===== config.mk =====
export PLATFORM = sky130hd
export DESIGN_NAME = display_8080_receiver
export DESIGN_NICKNAME = d
export VERILOG_FILES = /design/src/rtl/display_8080_receiver_pkg.sv /design/src/rtl/display_8080_bus_sync.sv /design/src/rtl/display_8080_receiver.sv
export SDC_FILE = /design/constraint.sdc
export NUM_CORES = 1
export LEC_CHECK = 0
export BUFFER_PORTS_ARGS = -buffer_cell sky130_fd_sc_hd__buf_2
export CELL_PAD_IN_SITES_DETAIL_PLACEMENT = 1
export CELL_PAD_IN_SITES_GLOBAL_PLACEMENT = 2
export CORE_ASPECT_RATIO = 1.2
export CORE_MARGIN = 3
export CORE_UTILIZATION = 40
export DETAILED_ROUTE_END_ITERATION = 6
export PLACE_DENSITY_LB_ADDON = 0.1
export SYNTH_ARGS = -nofsm -noshare
export SYNTH_HDL_FRONTEND = slang
export SYNTH_SLANG_ARGS = --single-unit

===== constraint.sdc =====
create_clock -name aclk -period 5.8 [get_ports aclk]
set_clock_uncertainty 0.1 [all_clocks]
set_input_delay 0 -clock aclk [delete_from_list [all_inputs] [get_ports aclk]]
set_output_delay 0 -clock aclk [all_outputs]
set_load 0.005 [all_outputs]

===== src/rtl/display_8080_receiver_pkg.sv =====
// Shared definitions for the 8080 display receiver.
//   - Display command opcodes understood by the receiver.
//   - RGB565 -> RGBA4444 bit positions and the conversion helper.
package display_8080_receiver_pkg;

    // Command opcodes
    localparam logic [7:0] CMD_SWRESET = 8'h01;
    localparam logic [7:0] CMD_CASET   = 8'h2A;
    localparam logic [7:0] CMD_PASET   = 8'h2B;
    localparam logic [7:0] CMD_RAMWR   = 8'h2C;
    localparam logic [7:0] CMD_RAMWRC  = 8'h3C;

    // RGBA4444 takes the top four bits of each RGB565 channel
    localparam int         RGBA_R_MSB = 15;  // red   p[15:11] -> p[15:12]
    localparam int         RGBA_G_MSB = 10;  // green p[10:5]  -> p[10:7]
    localparam int         RGBA_B_MSB = 4;   // blue  p[4:0]   -> p[4:1]
    localparam logic [3:0] RGBA_ALPHA = 4'hF;

    function automatic logic [15:0] rgb565_to_rgba4444(input logic [15:0] p);
        return {p[RGBA_R_MSB -: 4], p[RGBA_G_MSB -: 4], p[RGBA_B_MSB -: 4], RGBA_ALPHA};
    endfunction

endpackage


===== src/rtl/display_8080_bus_sync.sv =====
// Brings the asynchronous 8080 bus into the clk domain.
//   clk, resetn          : clock, asynchronous active-low reset
//   wr, cs, dc, data     : raw 8080 bus pins
//   strobe               : 1-cycle pulse on a synchronized wr rising edge with cs low
//   strobe_dc/strobe_data: dc and data from the same synchronizer stage as the edge
module display_8080_bus_sync (
    input  logic       clk,
    input  logic       resetn,
    input  logic       wr,
    input  logic       cs,
    input  logic       dc,
    input  logic [7:0] data,
    output logic       strobe,
    output logic       strobe_dc,
    output logic [7:0] strobe_data
);

    // Bit layout of the synchronized vector: {wr, cs, dc, data}
    localparam int         W    = 11;
    localparam logic [W-1:0] IDLE = {1'b1, 1'b1, 1'b0, 8'h00};

    logic [W-1:0] async_vec;
    logic [W-1:0] sync_vec;
    logic         wr_prev_reg;

    assign async_vec = {wr, cs, dc, data};

    genvar gi;
    generate
        for (gi = 0; gi < W; gi++) begin : g_sync
            logic meta_reg;
            logic sync_reg;
            always_ff @(posedge clk or negedge resetn) begin
                if (!resetn) begin
                    meta_reg <= IDLE[gi];
                    sync_reg <= IDLE[gi];
                end else begin
                    meta_reg <= async_vec[gi];
                    sync_reg <= meta_reg;
                end
            end
            assign sync_vec[gi] = sync_reg;
        end
    endgenerate

    // Delayed copy of synchronized wr for rising-edge detection
    always_ff @(posedge clk or negedge resetn) begin
        if (!resetn) begin
            wr_prev_reg <= 1'b1;
        end else begin
            wr_prev_reg <= sync_vec[10];
        end
    end

    assign strobe      = sync_vec[10] & ~wr_prev_reg & ~sync_vec[9];
    assign strobe_dc   = sync_vec[8];
    assign strobe_data = sync_vec[7:0];

endmodule


===== src/rtl/display_8080_receiver.sv =====
// 8080-bus display controller front end producing an AXI-Stream pixel stream.
//   aclk, resetn     : clock, asynchronous active-low reset
//   data, wr, cs, dc : 8080 write bus (asynchronous to aclk); rd is unused
//   m_axis_*         : single-register pixel stream, tlast marks window end
//   overflow         : sticky, set when a pixel arrives while the output is blocked
//   last_cmd         : most recent command byte
module display_8080_receiver
    import display_8080_receiver_pkg::*;
#(
    parameter int STREAM_COLORMODE_RGBA = 0,
    parameter int X_RES                 = 240,
    parameter int Y_RES                 = 320
) (
    input  logic        aclk,
    input  logic        resetn,
    input  logic [7:0]  data,
    input  logic        wr,
    input  logic        cs,
    input  logic        dc,
    input  logic        rd,
    output logic        m_axis_tvalid,
    input  logic        m_axis_tready,
    output logic [15:0] m_axis_tdata,
    output logic        m_axis_tlast,
    output logic        overflow,
    output logic [7:0]  last_cmd
);

    localparam logic [15:0] X_DEF_END = 16'(X_RES - 1);
    localparam logic [15:0] Y_DEF_END = 16'(Y_RES - 1);

    logic       unused_rd;
    assign unused_rd = rd;

    logic       bus_strobe;
    logic       bus_dc;
    logic [7:0] bus_data;

    display_8080_bus_sync u_bus_sync (
        .clk        (aclk),
        .resetn     (resetn),
        .wr         (wr),
        .cs         (cs),
        .dc         (dc),
        .data       (data),
        .strobe     (bus_strobe),
        .strobe_dc  (bus_dc),
        .strobe_data(bus_data)
    );

    logic [7:0]  last_cmd_reg,  last_cmd_next;
    logic [2:0]  param_idx_reg, param_idx_next;
    logic        phase_high_reg, phase_high_next;
    logic [7:0]  hi_byte_reg,   hi_byte_next;
    logic [15:0] x_start_reg,   x_start_next;
    logic [15:0] x_end_reg,     x_end_next;
    logic [15:0] y_start_reg,   y_start_next;
    logic [15:0] y_end_reg,     y_end_next;
    logic [15:0] x_pos_reg,     x_pos_next;
    logic [15:0] y_pos_reg,     y_pos_next;
    logic        tvalid_reg,    tvalid_next;
    logic [15:0] tdata_reg,     tdata_next;
    logic        tlast_reg,     tlast_next;
    logic        overflow_reg,  overflow_next;

    logic [15:0] pixel_word;
    logic [15:0] pixel_out;
    logic        window_invalid;
    logic        at_end;

    assign pixel_word = {hi_byte_reg, bus_data};

    generate
        if (STREAM_COLORMODE_RGBA != 0) begin : g_rgba
            assign pixel_out = rgb565_to_rgba4444(pixel_word);
        end else begin : g_rgb565
            assign pixel_out = pixel_word;
        end
    endgenerate

    // An inverted window pins the position to its start and flags every pixel as last
    assign window_invalid = (x_end_reg < x_start_reg) || (y_end_reg < y_start_reg);
    assign at_end = window_invalid || ((x_pos_reg == x_end_reg) && (y_pos_reg == y_end_reg));

    always_comb begin
        last_cmd_next   = last_cmd_reg;
        param_idx_next  = param_idx_reg;
        phase_high_next = phase_high_reg;
        hi_byte_next    = hi_byte_reg;
        x_start_next    = x_start_reg;
        x_end_next      = x_end_reg;
        y_start_next    = y_start_reg;
        y_end_next      = y_end_reg;
        x_pos_next      = x_pos_reg;
        y_pos_next      = y_pos_reg;
        tvalid_next     = tvalid_reg;
        tdata_next      = tdata_reg;
        tlast_next      = tlast_reg;
        overflow_next   = overflow_reg;

        if (tvalid_reg && m_axis_tready) begin
            tvalid_next = 1'b0;
        end

        if (bus_strobe && !bus_dc) begin
            last_cmd_next   = bus_data;
            param_idx_next  = 3'd0;
            phase_high_next = 1'b1;
            if (bus_data == CMD_SWRESET) begin
                x_start_next = 16'd0;
                x_end_next   = X_DEF_END;
                y_start_next = 16'd0;
                y_end_next   = Y_DEF_END;
                x_pos_next   = 16'd0;
                y_pos_next   = 16'd0;
            end else if (bus_data == CMD_RAMWR) begin
                x_pos_next = x_start_reg;
                y_pos_next = y_start_reg;
            end
        end else if (bus_strobe) begin
            case (last_cmd_reg)
                CMD_CASET, CMD_PASET: begin
                    if (param_idx_reg < 3'd4) begin
                        param_idx_next = param_idx_reg + 3'd1;
                        if (last_cmd_reg == CMD_CASET) begin
                            case (param_idx_reg[1:0])
                                2'd0:    x_start_next[15:8] = bus_data;
                                2'd1:    x_start_next[7:0]  = bus_data;
                                2'd2:    x_end_next[15:8]   = bus_data;
                                default: x_end_next[7:0]    = bus_data;
                            endcase
                        end else begin
                            case (param_idx_reg[1:0])
                                2'd0:    y_start_next[15:8] = bus_data;
                                2'd1:    y_start_next[7:0]  = bus_data;
                                2'd2:    y_end_next[15:8]   = bus_data;
                                default: y_end_next[7:0]    = bus_data;
                            endcase
                        end
                    end
                end
                CMD_RAMWR, CMD_RAMWRC: begin
                    if (phase_high_reg) begin
                        hi_byte_next    = bus_data;
                        phase_high_next = 1'b0;
                    end else begin
                        phase_high_next = 1'b1;
                        // Completed pixel: load if the register frees this cycle, else drop
                        if (!tvalid_reg || m_axis_tready) begin
                            tvalid_next = 1'b1;
                            tdata_next  = pixel_out;
                            tlast_next  = at_end;
                            if (window_invalid) begin
                                x_pos_next = x_start_reg;
                                y_pos_next = y_start_reg;
                            end else if (x_pos_reg == x_end_reg) begin
                                x_pos_next = x_start_reg;
                                y_pos_next = (y_pos_reg == y_end_reg) ? y_start_reg
                                                                      : y_pos_reg + 16'd1;
                            end else begin
                                x_pos_next = x_pos_reg + 16'd1;
                            end
                        end else begin
                            overflow_next = 1'b1;
                        end
                    end
                end
                default: ;
            endcase
        end
    end

    always_ff @(posedge aclk or negedge resetn) begin
        if (!resetn) begin
            last_cmd_reg   <= 8'h00;
            param_idx_reg  <= 3'd0;
            phase_high_reg <= 1'b1;
            hi_byte_reg    <= 8'h00;
            x_start_reg    <= 16'd0;
            x_end_reg      <= X_DEF_END;
            y_start_reg    <= 16'd0;
            y_end_reg      <= Y_DEF_END;
            x_pos_reg      <= 16'd0;
            y_pos_reg      <= 16'd0;
            tvalid_reg     <= 1'b0;
            tdata_reg      <= 16'd0;
            tlast_reg      <= 1'b0;
            overflow_reg   <= 1'b0;
        end else begin
            last_cmd_reg   <= last_cmd_next;
            param_idx_reg  <= param_idx_next;
            phase_high_reg <= phase_high_next;
            hi_byte_reg    <= hi_byte_next;
            x_start_reg    <= x_start_next;
            x_end_reg      <= x_end_next;
            y_start_reg    <= y_start_next;
            y_end_reg      <= y_end_next;
            x_pos_reg      <= x_pos_next;
            y_pos_reg      <= y_pos_next;
            tvalid_reg     <= tvalid_next;
            tdata_reg      <= tdata_next;
            tlast_reg      <= tlast_next;
            overflow_reg   <= overflow_next;
        end
    end

    assign m_axis_tvalid = tvalid_reg;
    assign m_axis_tdata  = tdata_reg;
    assign m_axis_tlast  = tlast_reg;
    assign overflow      = overflow_reg;
    assign last_cmd      = last_cmd_reg;

endmodule

# Word level (Yosys, flattened, before mapping)
# Cells that the tools add are included.
# classes
add_sub_neg	3
magnitude_cmp	3
eq_ne	15
mux	60
bitwise	7
reduce_logical	37
# op_table
operator	n
$mux 16	42
$reduce_and 6->1	9
$eq 8x6->1 const B	5
$add 16x1->16 const B	2
$eq 16x16->1	2
$lt 16x16->1	2
$mux 8	4
$reduce_bool 2->1	9
$reduce_and 5->1	3
$mux 3	4
$mux 1	10
$eq 8x1->1 const B	1
$ne 2x1->1 const B	3
$not 1->1	5
$reduce_and 4->1	1
$reduce_or 2->1	2
$add 3x1->3 const B	1
$logic_and 1x1->1	3
$logic_or 1x1->1	3
$lt 3x3->1 const B	1
$ne 3x1->1 const B	1
$reduce_and 3->1	1
$reduce_bool 3->1	1
$reduce_or 3->1	1
other kinds (7)	9
# word_totals
register_bits	158
inputBits	15
out_inout_bits	27
elab_cells	166

# Depth between registers and ports, before layout
# depth
depth_word	9
depth_mapped	12
depth_no_buf	10

# Cells and area by module
# Synthesis repeated with hierarchy kept, for this count alone.
# unflattened
cells_unflattened	846
area_unflattened_um2	7993.9
# modules_own_cells
module	n_inst	cells_each	area_each_um2	seq_area_each_um2
display_8080_receiver	1	814	7339.5	3397.0
display_8080_bus_sync	1	32	654.4	581.8

# Worst setup path before layout
# OpenSTA, ideal clock, no wires.
# synth_path
kind	reg-to-reg
start	register y_end_reg[13]
end	register y_pos_reg[12]
setup_ns	0.126
arrival_time_ns	2.563
required_time_ns	5.574
setup_slack_ns	3.011
path_stages_with_launch	12
n_path_buf	2
period_less_slack_ns	2.789
cell_sequence	dfrtp_1 ha_1 a21o_1 a21o_1 a2111o_1 a311oi_2 or3_1 buf_6 nand2_4 buf_6 o21a_1 a221o_1
# synth_between
elab_chain_len	9
elab_cells_between_ends	13
classes_between	1 x order compare; 1 x eq/ne; 8 x mux; 3 x reduce/logical
# synth_lines
element	line	rtl
start: declaration	display_8080_receiver.sv:58	logic [15:0] y_end_reg, y_end_next;
start signal: assignment	display_8080_receiver.sv:197	y_end_reg <= y_end_next;
branches (longest 9 deep; another with $lt 16x16->1)	-	
end signal: assignment	display_8080_receiver.sv:199	y_pos_reg <= y_pos_next;
end: declaration	display_8080_receiver.sv:60	logic [15:0] y_pos_reg, y_pos_next;
# Parallel ways; which one is timed is not known. The select of a mux whose other input is x is not followed.
# A chain may end at the register's enable or synchronous reset.

# Worst setup path after layout
# layout_path
start	register y_start_reg[13]
end	register y_pos_reg[14]
# layout_between
elab_chain_len	8
elab_cells_between_ends	10
classes_between	1 x order compare; 6 x mux; 3 x reduce/logical
# layout_lines
element	line	rtl
start: declaration	display_8080_receiver.sv:57	logic [15:0] y_start_reg, y_start_next;
start signal: assignment	display_8080_receiver.sv:196	y_start_reg <= y_start_next;
$lt 16x16->1 *	display_8080_receiver.sv:82	assign window_invalid = (x_end_reg < x_start_reg) || (y_end_reg < y_start_reg);
$logic_or 1x1->1 *	display_8080_receiver.sv:82	
$mux 16	display_8080_receiver.sv:153	if (window_invalid) begin
$mux 16	display_8080_receiver.sv:149	if (!tvalid_reg || m_axis_tready) begin
$mux 16	display_8080_receiver.sv:143	if (phase_high_reg) begin
$mux 16	display_8080_receiver.sv:121	case (last_cmd_reg)
$mux 16	display_8080_receiver.sv:120	end else if (bus_strobe) begin
$mux 16	display_8080_receiver.sv:105	if (bus_strobe && !bus_dc) begin
# Every way passes the cells marked *; elsewhere a longest branch is shown, timed or not. The select of a mux whose other input is x is not followed.

==> flow_summary.ini <==
[cts]
clock_latency_ps = 430
cts-root-buf = clkbuf_16
cts_made_buffers = 17
clkTransAtPathRegs_ps = 70
htreeDepth = 4
clockBufferDepth = 2
cts.sinks = 158
cts_tree = done
post_cts_buffers = 0

[setup_path]
crit_fanout = 18
crit_buf_inv = 1
regToRegSetupSlack_ps = 2010
required_ps = 6060
cpMostUsedCell = a21o_1
max_stage_delay_ps = 670
worst-path-stages = 10
reg2reg_to = y_pos_reg[14]$_DFFE_PN0P_
r2r_cells = 10
start_kind = flop
worstPathArrival_ps = 4050
r2r-start = y_start_reg[13]$_DFFE_PN0P_
crit_slowest_cell = or3_1
crit_family = simple AND/OR/NAND/NOR gates
setup.worst_path.class = reg2reg
path_cells = inv_1 > ha_1 > a21o_1 > a21o_1 > a2111o_1 > a311oi_2 > or3_1 > nand2_4 > nor3_1 > a221o_1
endpoint_kind = flop

[sta]
drv_slew = 0
setup_viol = 0
tns_ps = 0
period_share_pct = 65.4
worstMarginPinSlew_ps = 1210
fin_hold_ws_ps = 88.7
max_freq_mhz = 264
hold_viol_final = 0
relSlewSlack_pct = 19.0
finalCriticalPeriod_ps = 3790
grt_setup_unrepaired = no

[routing]
drc = 0
wirelength_um = 22400
post_drt_wl_per_cell_um = 20.1
antenna_left = 0
drt_first_pass_iters = 4
drt_iter0_drc = 329
vias = 6147
vias_per_cell = 5.51

[yosys]
ys_seq_area_share_pct = 50.1
synth-seq-cells = 158
synth_edf_count = 0
post_synth_num_cell_types = 52
ys_async_sr_fraction_pct = 100
syn_area_um2 = 7940
synth_area_leaders = dfrtp_1 44%, dfstp_2 6.6%, ha_1 5.7%
synth.largest_area_cell = dfrtp_1
syn_nets = 854
syn_area_per_cell_um2 = 9.88
synthCells = 803
yosysWarnings = 0
synth_ff_type = dfrtp_1
post-synth-top-area-fraction_pct = 43.5

[global_route]
antenna_found_initial = 0
track_usage_pct = 21.4
grt_pass1_vias = 6587
grt_max_degree = 87
grt_overflow = 0
grt_pass1_wl_um = 36400

[power]
ir_worst_vdd_mv = 0.209
powerDensity_nw_per_um2 = 376
leakage_nw = 4.31
power_mw = 3.43

[cells_and_area]
fillers = 2129
num_antenna_cells = 0
post-route-util_pct = 47.6
final_layout_size_suffix_gt1_share_pct = 16.1
layout.nets = 897
syn_to_final_growth_pct = 15.1

[floorplan]
std_cell_rows = 55
pin_count = 42
dieArea_um2 = 21600
core_area_um2 = 19200
die_h_um = 160
start_util_pct = 41.3
die_width_um = 135

[hold_path]
hold_path.class = in2async

[placement]
gp_congestion = 0.839
hpwl_um = 16000
portBuffers = 40

[flow_run]
maxCapViolCount = 0

[status]
status = finished clean
==> power by group <==
group / leakage [nW] / switching (mW) / internal, mW
Sequential: 1.98 / 0.209 / 1.28
Clock: 0.308 / 0.553 / 0.631
Combinational: 2.01 / 0.436 / 0.322
==> placed cells by master, fill, tap and decap left out, drive strengths merged, types with 7 or more instances in the layout <==
cell type and n:
a21oi 40, a221o 12, a22oi 7, a2bb2oi 8
a31oi 7, and2 11, and3 12, buf 49
clkbuf 17, clkinv 7, dfrtp 138, dfstp 20
dlygate4sd3 13, ha 36, inv 51, mux2 32
nand2 103, nand2b 7, nand3 22, nand4 10
nor2 47, nor3 21, nor4 8, o21a 10
o21ai 74, o31ai 16, xor2 32
==> routing by layer <==
| metal | GRT usage (%) | vias to the layer above | wire length, µm |
|---|---|---|---|
| met2 | 34.7 | 102 | 10800 |
| met5 | 0 | - | 0 |
| li1 | - | 2927 | - |
| met1 | 30.4 | 3101 | 10500 |
| met3 | 3.51 | 17 | 838 |
| met4 | 4.72 | 0 | 258 |
==> final cells by class <==
cell class                 instances  area [µm²]  area share [%]
clock inverter                    15         210            2.30
sequential                       158        3980            43.6
multi-input combinational        563        3630            39.7
tap                              256         320            3.51
timing repair buffer              62         404            4.43
clock buffer                      17         425            4.66
inverter                          44         165            1.81
==> timing repair <==
item                                   CTS  global route
hold buffers                            13             0
endpoints found under the hold margin   90             0
resized for setup                        0             0
==> synth_stat cells, types with 8 or more instances <==
cell type,n
nand2_1,102
dfstp_2,20
nand3_1,22
nand4_1,10
nor3_1,21
a221o_1,12
nor4_1,8
clkbuf_1,26
o21a_1,10
and2_1,11
a2bb2oi_1,8
o31ai_1,16
mux2_2,32
nor2_1,47
inv_1,44
ha_1,36
xor2_1,32
o21ai_0,73
dfrtp_1,138
a21oi_1,40
and3_1,12
==> kinds of logic after synthesis <==
kind of cell	count (synthesis)	share of synthesized area (%)
xor gates and xnor gates	32	3.53
DFF	158	50.1
AOI/OAI and AO/OA	193	15.4
and+or+nand+nor	268	16.3
buffers and inverters	82	4.18
muxes	34	4.79
adders and majority gates	36	5.68
==> metrics by stage <==
step | cells | worst slack [ps] | area [µm²]
CTS | 1115 | 1960 | 9130
global route | 1115 | 1790 | 9130
finish | 1115 | 2010 | 9130
global placement | 1070 | 2060 | 8370
detailed placement | 1070 | 2010 | 8370
floorplan | 803 | 3010 | 7940
==> worst max-delay path by stage <==
stage / startpoint / endpoint / slack, ps
after global placement: y_start_reg[13]$_DFFE_PN0P_ / y_pos_reg[14]$_DFFE_PN0P_ / 2060
final: y_start_reg[13]$_DFFE_PN0P_ / y_pos_reg[14]$_DFFE_PN0P_ / 2010
after global routing: y_start_reg[13]$_DFFE_PN0P_ / y_pos_reg[14]$_DFFE_PN0P_ / 1790
after detailed placement: y_start_reg[13]$_DFFE_PN0P_ / y_pos_reg[14]$_DFFE_PN0P_ / 2010
after CTS: y_start_reg[13]$_DFFE_PN0P_ / y_pos_reg[14]$_DFFE_PN0P_ / 1960
after floorplan: y_end_reg[13]$_DFFE_PN0P_ / y_pos_reg[12]$_DFFE_PN0P_ / 3010
No activity file was read; power rests on OpenSTA's default activity.
